==> src/rtl/drt_scanner.sv <==
// drt_scanner: Wishbone master that walks the device ROM table and reports
// the first entry whose masked ID matches the requested value.
//
// state     | meaning
// S_IDLE    | waiting for start; results held
// S_RD_NUM  | reading header word 1 (device count)
// S_CHK_NUM | validating the device count
// S_RD_ID   | reading ID word of entry idx
// S_CMP     | masked compare of the fetched ID
// S_RD_INFO | reading entry word 1
// S_RD_OFF  | reading entry word 2
// S_RD_SIZE | reading entry word 3, then reporting the match
// S_DONE    | done pulse, busy still high
module drt_scanner #(
    parameter int HEADER_WORDS = 8,
    parameter int DEV_WORDS    = 8,
    parameter int MAX_DEVICES  = 16,
    parameter int TIMEOUT      = 255
) (
    input  logic        clk,
    input  logic        rst,
    input  logic        start,
    input  logic [31:0] match_id,
    input  logic [31:0] match_mask,
    output logic        busy,
    output logic        done,
    output logic        found,
    output logic        error,
    output logic [31:0] num_devices,
    output logic [7:0]  dev_index,
    output logic [31:0] dev_info,
    output logic [31:0] dev_mem_off,
    output logic [31:0] dev_size,
    output logic        wbm_cyc_o,
    output logic        wbm_stb_o,
    output logic        wbm_we_o,
    output logic [3:0]  wbm_sel_o,
    output logic [31:0] wbm_adr_o,
    input  logic [31:0] wbm_dat_i,
    input  logic        wbm_ack_i
);
    localparam int TW = (TIMEOUT > 1) ? $clog2(TIMEOUT) : 1;

    typedef enum logic [3:0] {
        S_IDLE, S_RD_NUM, S_CHK_NUM, S_RD_ID, S_CMP,
        S_RD_INFO, S_RD_OFF, S_RD_SIZE, S_DONE
    } state_t;

    state_t        state;
    logic [7:0]    idx;
    logic [31:0]   id_q;
    logic [31:0]   mask_q;
    logic [31:0]   rd_id;
    logic [TW-1:0] tmr;
    logic          is_read;
    logic [31:0]   entry_base;
    logic [31:0]   rd_adr;

    assign wbm_we_o  = 1'b0;
    assign wbm_sel_o = 4'hF;

    always_comb begin
        entry_base = 32'(HEADER_WORDS) + 32'(idx) * 32'(DEV_WORDS);
        is_read    = 1'b1;
        rd_adr     = entry_base;
        case (state)
            S_RD_NUM:  rd_adr = 32'd1;
            S_RD_ID:   rd_adr = entry_base;
            S_RD_INFO: rd_adr = entry_base + 32'd1;
            S_RD_OFF:  rd_adr = entry_base + 32'd2;
            S_RD_SIZE: rd_adr = entry_base + 32'd3;
            default:   is_read = 1'b0;
        endcase
    end

    always_ff @(posedge clk) begin
        if (rst) begin
            state       <= S_IDLE;
            idx         <= '0;
            id_q        <= '0;
            mask_q      <= '0;
            rd_id       <= '0;
            tmr         <= '0;
            busy        <= 1'b0;
            done        <= 1'b0;
            found       <= 1'b0;
            error       <= 1'b0;
            num_devices <= '0;
            dev_index   <= '0;
            dev_info    <= '0;
            dev_mem_off <= '0;
            dev_size    <= '0;
            wbm_cyc_o   <= 1'b0;
            wbm_stb_o   <= 1'b0;
            wbm_adr_o   <= '0;
        end else begin
            done <= 1'b0;
            if (is_read) begin
                // A new request waits for the previous ack to clear; that wait is untimed.
                if (!wbm_stb_o) begin
                    if (!wbm_ack_i) begin
                        wbm_cyc_o <= 1'b1;
                        wbm_stb_o <= 1'b1;
                        wbm_adr_o <= rd_adr;
                        tmr       <= TW'(TIMEOUT - 1);
                    end
                end else if (wbm_ack_i) begin
                    wbm_cyc_o <= 1'b0;
                    wbm_stb_o <= 1'b0;
                    case (state)
                        S_RD_NUM: begin
                            num_devices <= wbm_dat_i;
                            state       <= S_CHK_NUM;
                        end
                        S_RD_ID: begin
                            rd_id <= wbm_dat_i;
                            state <= S_CMP;
                        end
                        S_RD_INFO: begin
                            dev_info <= wbm_dat_i;
                            state    <= S_RD_OFF;
                        end
                        S_RD_OFF: begin
                            dev_mem_off <= wbm_dat_i;
                            state       <= S_RD_SIZE;
                        end
                        S_RD_SIZE: begin
                            dev_size  <= wbm_dat_i;
                            found     <= 1'b1;
                            dev_index <= idx;
                            done      <= 1'b1;
                            state     <= S_DONE;
                        end
                        default: state <= S_IDLE;
                    endcase
                end else if (tmr == '0) begin
                    wbm_cyc_o <= 1'b0;
                    wbm_stb_o <= 1'b0;
                    error     <= 1'b1;
                    found     <= 1'b0;
                    done      <= 1'b1;
                    state     <= S_DONE;
                end else begin
                    tmr <= tmr - 1'b1;
                end
            end else begin
                case (state)
                    S_IDLE: begin
                        if (start) begin
                            id_q        <= match_id;
                            mask_q      <= match_mask;
                            found       <= 1'b0;
                            error       <= 1'b0;
                            num_devices <= '0;
                            dev_index   <= '0;
                            dev_info    <= '0;
                            dev_mem_off <= '0;
                            dev_size    <= '0;
                            idx         <= '0;
                            busy        <= 1'b1;
                            state       <= S_RD_NUM;
                        end
                    end
                    S_CHK_NUM: begin
                        idx <= '0;
                        if (num_devices == 32'd0) begin
                            done  <= 1'b1;
                            state <= S_DONE;
                        end else if (num_devices > 32'(MAX_DEVICES)) begin
                            error <= 1'b1;
                            done  <= 1'b1;
                            state <= S_DONE;
                        end else begin
                            state <= S_RD_ID;
                        end
                    end
                    S_CMP: begin
                        if (((rd_id ^ id_q) & mask_q) == 32'd0) begin
                            state <= S_RD_INFO;
                        end else if (({24'd0, idx} + 32'd1) == num_devices) begin
                            done  <= 1'b1;
                            state <= S_DONE;
                        end else begin
                            idx   <= idx + 8'd1;
                            state <= S_RD_ID;
                        end
                    end
                    S_DONE: begin
                        busy  <= 1'b0;
                        state <= S_IDLE;
                    end
                    default: state <= S_IDLE;
                endcase
            end
        end
    end
endmodule

==> config.mk <==
export PLATFORM = sky130hd
export DESIGN_NAME = drt_scanner
export DESIGN_NICKNAME = d
export VERILOG_FILES = /design/src/rtl/drt_scanner.sv
export SDC_FILE = /design/constraint.sdc
export NUM_CORES = 1
export LEC_CHECK = 0
export BUFFER_PORTS_ARGS = -buffer_cell sky130_fd_sc_hd__buf_2
export CAP_MARGIN = 30
export CORE_MARGIN = 1
export CORE_UTILIZATION = 53
export DETAILED_ROUTE_END_ITERATION = 6
export MAX_ROUTING_LAYER = met4
export PLACE_DENSITY = 0.8
export SYNTH_ARGS = -nofsm -noshare
export SYNTH_HDL_FRONTEND = slang
export SYNTH_SLANG_ARGS = --single-unit
==> constraint.sdc <==
create_clock -name clk -period 3.2 [get_ports clk]
set_clock_uncertainty 0.2 [all_clocks]
set_input_delay 0.64 -clock clk [delete_from_list [all_inputs] [get_ports clk]]
set_output_delay 0.64 -clock clk [all_outputs]
set_load 0.1 [all_outputs]
# ---- Yosys cells after proc, flatten, opt, wreduce, memory -nomap -nowiden
# Index checks and enable logic that the tools add are counted.
dict set report totals {
  out_inout_bits 179
  register_bits 290
  elab_cells 160
  input_bits 100
}
dict set report op_classes {
  eq_ne 28
  magnitude_cmp 1
  n_reduce_logical 24
  n_bitwise 5
  n_addsub 7
  mux 77
}
# cell n
set ops {}
lappend ops {{$mux W32} 18}
lappend ops {{$mux W8} 12}
lappend ops {{$logic_not A32 Y1} 2}
lappend ops {{$pmux W13 S4} 1}
lappend ops {{$mux W4} 9}
lappend ops {{$and A32 B32 Y32} 1}
lappend ops {{$eq A9 B32 Y1} 1}
lappend ops {{$gt A32 B5 Y1 const B} 1}
lappend ops {{$xor A32 B32 Y32} 1}
lappend ops {{$mux W1} 31}
lappend ops {{$reduce_and A5 Y1} 6}
lappend ops {{$add A12 B2 Y13 const B} 2}
lappend ops {{$pmux W8 S3} 1}
lappend ops {{$pmux W4 S5} 1}
lappend ops {{$reduce_and A3 Y1} 6}
lappend ops {{$eq A4 B3 Y1 const B} 4}
lappend ops {{$ne A2 B2 Y1 const B} 8}
lappend ops {{$add A12 B1 Y13 const B} 1}
lappend ops {{$add A4 B11 Y12 const A} 1}
lappend ops {{$pmux W4 S3} 1}
lappend ops {{$ne A2 B1 Y1 const B} 5}
lappend ops {{$add A8 B1 Y9 const B} 1}
lappend ops {{$ne A3 B3 Y1 const B} 3}
lappend ops {{$add A8 B1 Y8 const B} 1}
lappend ops {{15 further kinds} 24}

# ---- Logic depth before layout (Yosys ltp)
dict set report depth {
  word_depth 6
  depth_mapped 10
}

# ---- Worst setup path after synthesis
# OpenSTA, ideal clock, no wires.
dict set report synth_path {
  path_kind {reg-to-reg}
  from {register num_devices[4]}
  to {register idx[3]}
  period_less_slack_ps 2907
  arrival_ps 2566
  t_required_ps 2858
  stages_incl_launch_ff 9
  path_slack_ps 293
  setup_time_ps 142
  cell_sequence {dfxtp_1 > inv_1 > xnor2_1 > o22ai_1 > a211o_1 > or4_4 > buf_6 > nand2_1 > o221ai_2}
}
dict set report synth_via {
  elab_chain_len 3
}
# item line_no
set synth_lines {}
lappend synth_lines {{from (decl)} 29} ;# output logic [31:0] num_devices,
lappend synth_lines {{from (signal assigned)} 112} ;# num_devices <= wbm_dat_i;
lappend synth_lines {{$eq A9 B32 Y1} 180} ;# end else if (({24'd0, idx} + 32'd1) == num_devices) begin
lappend synth_lines {{$ne A2 B2 Y1 (no line)} --}
lappend synth_lines {{$reduce_and A5 Y1 (no line)} --}
lappend synth_lines {{to (signal assigned)} 184} ;# idx <= idx + 8'd1;
lappend synth_lines {{to (decl)} 50} ;# logic [7:0] idx;
# Every way passes these cells.
# A chain may end at the register's enable or synchronous reset.

# ---- Final worst setup path
dict set report layout_path {
  from {register idx[4]}
  to {register idx[5]}
}
dict set report layout_via {
  elab_chain_len 4
}
# item line_no
set layout_lines {}
lappend layout_lines {{$add A8 B1 Y9 or $add A8 B1 Y8 (tied branches)} {180, 184}}
lappend layout_lines {{$eq A9 B32 Y1 or $mux W8 (tied branches)} 180}
lappend layout_lines {{$ne A2 B2 Y1 (no line) or $mux W8 (tied branches)} --}
lappend layout_lines {{$reduce_and A5 Y1 (no line) or $pmux W8 S3 (tied branches)} --}
# Several ways; a longest one is shown, not always the timed one. The select of a mux whose other input is x is not followed.

==> flow_metrics.py <==
metrics = {
    "outcome": {
        "outcome": "complete, no violations",
    },
    "drt": {
        "drt.antenna.violating_nets": 0,
        "first_pass_iters": 5,
        "drtIter0Drc": 803,
        "via_per_inst": 5.59,
        "drc": 0,
        "wirelength_mm": 34.1,
        "vias": 10500,
        "wl_per_cell_um": 18.1,
    },
    "worst_setup_path": {
        "cpMaxStageDelayCell": "o21ai_1",
        "crit_start": "idx[4]$_SDFFE_PP0P_",
        "cp_max_fo": 8,
        "regToRegSetupSlack_ns": 0.37,
        "rr_startpoint": "idx[4]$_SDFFE_PP0P_",
        "path_cells": "and4_1 -> a31oi_1 -> a21oi_1 -> a2bb2oi_1 -> nor4_2 -> o21ai_1 -> o221ai_2",
        "worst-endpoint-required_ns": 3.39,
        "end_kind": "register",
        "cp.arrival_ns": 3.02,
        "slowest_delay_ns": 0.61,
        "start_kind": "register",
        "critPathKind": "reg -> reg",
        "endpoint": "idx[5]$_SDFFE_PP0P_",
        "r2r-end": "idx[5]$_SDFFE_PP0P_",
        "r2r_cells": 7,
    },
    "clock_network": {
        "clk-insertion-delay-late_ns": 0.54,
        "htree_levels": 1,
        "postCtsHoldBufs": 0,
        "postCtsSetupBuffers": 0,
        "cts.path.max_buffers": 3,
        "root_buffer": "clkbuf_16",
        "cts.sinks": 269,
        "cts_resized": 0,
        "cts_tree": "yes",
        "clk_pin_slew_ns": 0.06,
        "cts_buffers": 28,
    },
    "finish": {
        "nNetsFinal": 1694,
        "post-route-util_pct": 65.8,
        "fillers": 1734,
        "drive_gt1_share_pct": 21.7,
        "antennaDiodeCount": 0,
        "syn_to_final_growth_pct": 21.5,
        "fin_area_um2": 13300,
        "finalNonFillerCells": 1882,
    },
    "sta": {
        "min_period_ns": 2.83,
        "tns_ns": 0,
        "rsz0062_at_grt": "false",
        "max_freq_mhz": 353,
        "drv_slew": 0,
        "tightestPinTransition_ns": 0.749,
        "setup_viol": 0,
        "max-slew-margin-rel_pct": 49.7,
        "min_period_over_period_pct": 88.4,
        "hold_viol_final": 0,
    },
    "power_and_ir_drop": {
        "pwr-share-comb_pct": 38.8,
        "p_per_area_nw_per_um2": 920,
        "seq_power_share_pct": 33.5,
        "p_sw_share_pct": 43.8,
        "clkPwrFrac_pct": 27.7,
        "ir_worst_vdd_mv": 0.613,
        "p_sw_mw": 5.37,
        "p_int_mw": 6.89,
        "total_power_mw": 12.3,
        "power.static_leakage_nw": 5.52,
    },
    "place": {
        "port-buffer-count": 252,
        "dp.cells": 1831,
        "place_congestion": 0.935,
        "dp_hpwl_mm": 23.3,
        "place_area_um2": 12300,
    },
    "yosys": {
        "netlist_top_cells_area": "dfxtp_1, nand2_1, a21oi_1",
        "ys_async_sr_fraction_pct": 0,
        "synthTopCellsByCount": "nand2_1, dfxtp_1, a21oi_1",
        "synth_cells": 1388,
        "synth_top_area_cell": "dfxtp_1",
        "yosysWarningCount": 0,
        "synth.distinct_cells": 59,
        "synth_seq_area_share_pct": 49.1,
        "synth-edff-count": 0,
        "synth_area_um2": 11000,
        "ys.flop_type": "dfxtp_1",
        "synth_most_common_cell": "nand2_1",
        "ys_seq_elements": 269,
        "synth_top_area_share_pct": 49.1,
        "postSynthAreaPerCell_um2": 7.90,
    },
    "global_route": {
        "grt_pass1_wl_mm": 52.8,
        "antenna_found_initial": 0,
        "grt_util_all_layers_pct": 32.2,
        "grt_max_degree": 138,
        "overflow": 0,
        "grt_pass1_vias": 9676,
    },
    "worst_hold_path": {
        "min_path_type": "in -> reg",
    },
    "floorplanning": {
        "rows": 52,
        "dieArea_um2": 21300,
        "num_io_pins": 279,
        "core_um2": 20200,
        "die_h_um": 146,
        "die_x_um": 146,
        "initial_core_util_pct": 54.2,
    },
    "run": {
        "drv_cap": 0,
    },
}
[worst min-delay path by stage]
stage                              start                        end  slack [ns]  cells past startpoint
6_report                  match_mask[15]    mask_q[15]$_SDFFE_PP0P_        0.13                      3
2_1_floorplan    mask_q[12]$_SDFFE_PP0P_    mask_q[12]$_SDFFE_PP0P_        0.24                      2
4_1_cts                    match_mask[8]     mask_q[8]$_SDFFE_PP0P_        0.12                      3
3_3_place_gp   wbm_adr_o[9]$_SDFFE_PP0P_  wbm_adr_o[9]$_SDFFE_PP0P_        0.24                      2
5_1_grt                   match_mask[18]    mask_q[18]$_SDFFE_PP0P_        0.13                      3
3_5_place_dp   dev_size[29]$_SDFFE_PP0P_  dev_size[29]$_SDFFE_PP0P_        0.24                      2
[state kept, by name, summed over array words and instances (netlist names), 4 cells and up]
signal / count
rd_id: 32
dev_size: 32
id_q: 32
idx: 8
dev_info: 32
mask_q: 32
dev_mem_off: 32
wbm_adr_o: 11
num_devices: 32
dev_index: 8
state: 4
tmr: 8
[routing by layer]
metal / up-vias / global-route usage [%] / wire [um]
met3: 44 / 4.80 / 2900
li1: 5068 / - / -
met5: - / - / 0
met4: 0 / 7.74 / 569
met2: 481 / 50.3 / 15900
met1: 4928 / 43.8 / 14700
[area by class of cell]
type | instances | area [um2] | area share (%)
Multi-Input combinational cell | 996 | 5020 | 37.7
Inverter | 13 | 48.8 | 0.366
Tap cell | 270 | 338 | 2.54
Clock buffer | 45 | 865 | 6.49
Timing Repair Buffer | 283 | 1550 | 11.6
Clock inverter | 6 | 116 | 0.873
Sequential cell | 269 | 5390 | 40.4
[power by group through the flow]
stage | Sequential [mW] | Clock (mW) | Combinational, mW
after detailed placement | 4.17 | 0 | 4.71
after global placement | 4.15 | 0 | 4.63
after floorplan | 5.54 | 0 | 2.20
after global routing | 4.16 | 3.56 | 5.06
final | 4.11 | 3.40 | 4.76
after CTS | 4.11 | 3.43 | 4.73
[critical path: cells and delay by family, from the launching register on]
| kind | cells | cell delay, ns |
|---|---|---|
| AOI/OAI and AO/OA | 5 | 1.43 |
| DFF | 1 | 0.54 |
| and+or+nand+nor | 2 | 0.51 |
[cell usage in the layout, fill, tap and decap left out, types with 8 or more instances in the layout]
| cell | instances |
|---|---|
| xnor2_1 | 11 |
| nand4_1 | 8 |
| conb_1 | 26 |
| nor3_1 | 10 |
| a21oi_1 | 253 |
| buf_4 | 28 |
| nand2_1 | 343 |
| buf_2 | 251 |
| dfxtp_1 | 269 |
| nand3_1 | 141 |
| inv_1 | 13 |
| nor4_1 | 8 |
| a22oi_1 | 28 |
| clkbuf_8 | 11 |
| nor2_1 | 34 |
| o21ai_0 | 12 |
| xor2_1 | 38 |
| clkbuf_16 | 28 |
[cells by family after synthesis]
kind of cell / after synthesis / share of synthesized area, %
other: 2 / 0.0685
AO/OA/AOI/OAI: 330 / 16.8
buffers and inverters: 147 / 6.24
AND/OR/NAND/NOR: 587 / 23.5
adder cells (fa/ha/maj): 3 / 0.342
flip-flops: 269 / 49.1
multiplexers: 1 / 0.0913
XOR/XNOR: 49 / 3.91
[stage by stage]
| stage | hold WS [ns] | setup WS [ns] |
|---|---|---|
| after detailed placement | 0.244 | 0.399 |
| after floorplan | 0.236 | 0.293 |
| after global placement | 0.239 | 0.466 |
| after global routing | 0.130 | 0.158 |
| after CTS | 0.121 | 0.397 |
| final | 0.131 | 0.370 |
Power figures use the tool's default switching activity.
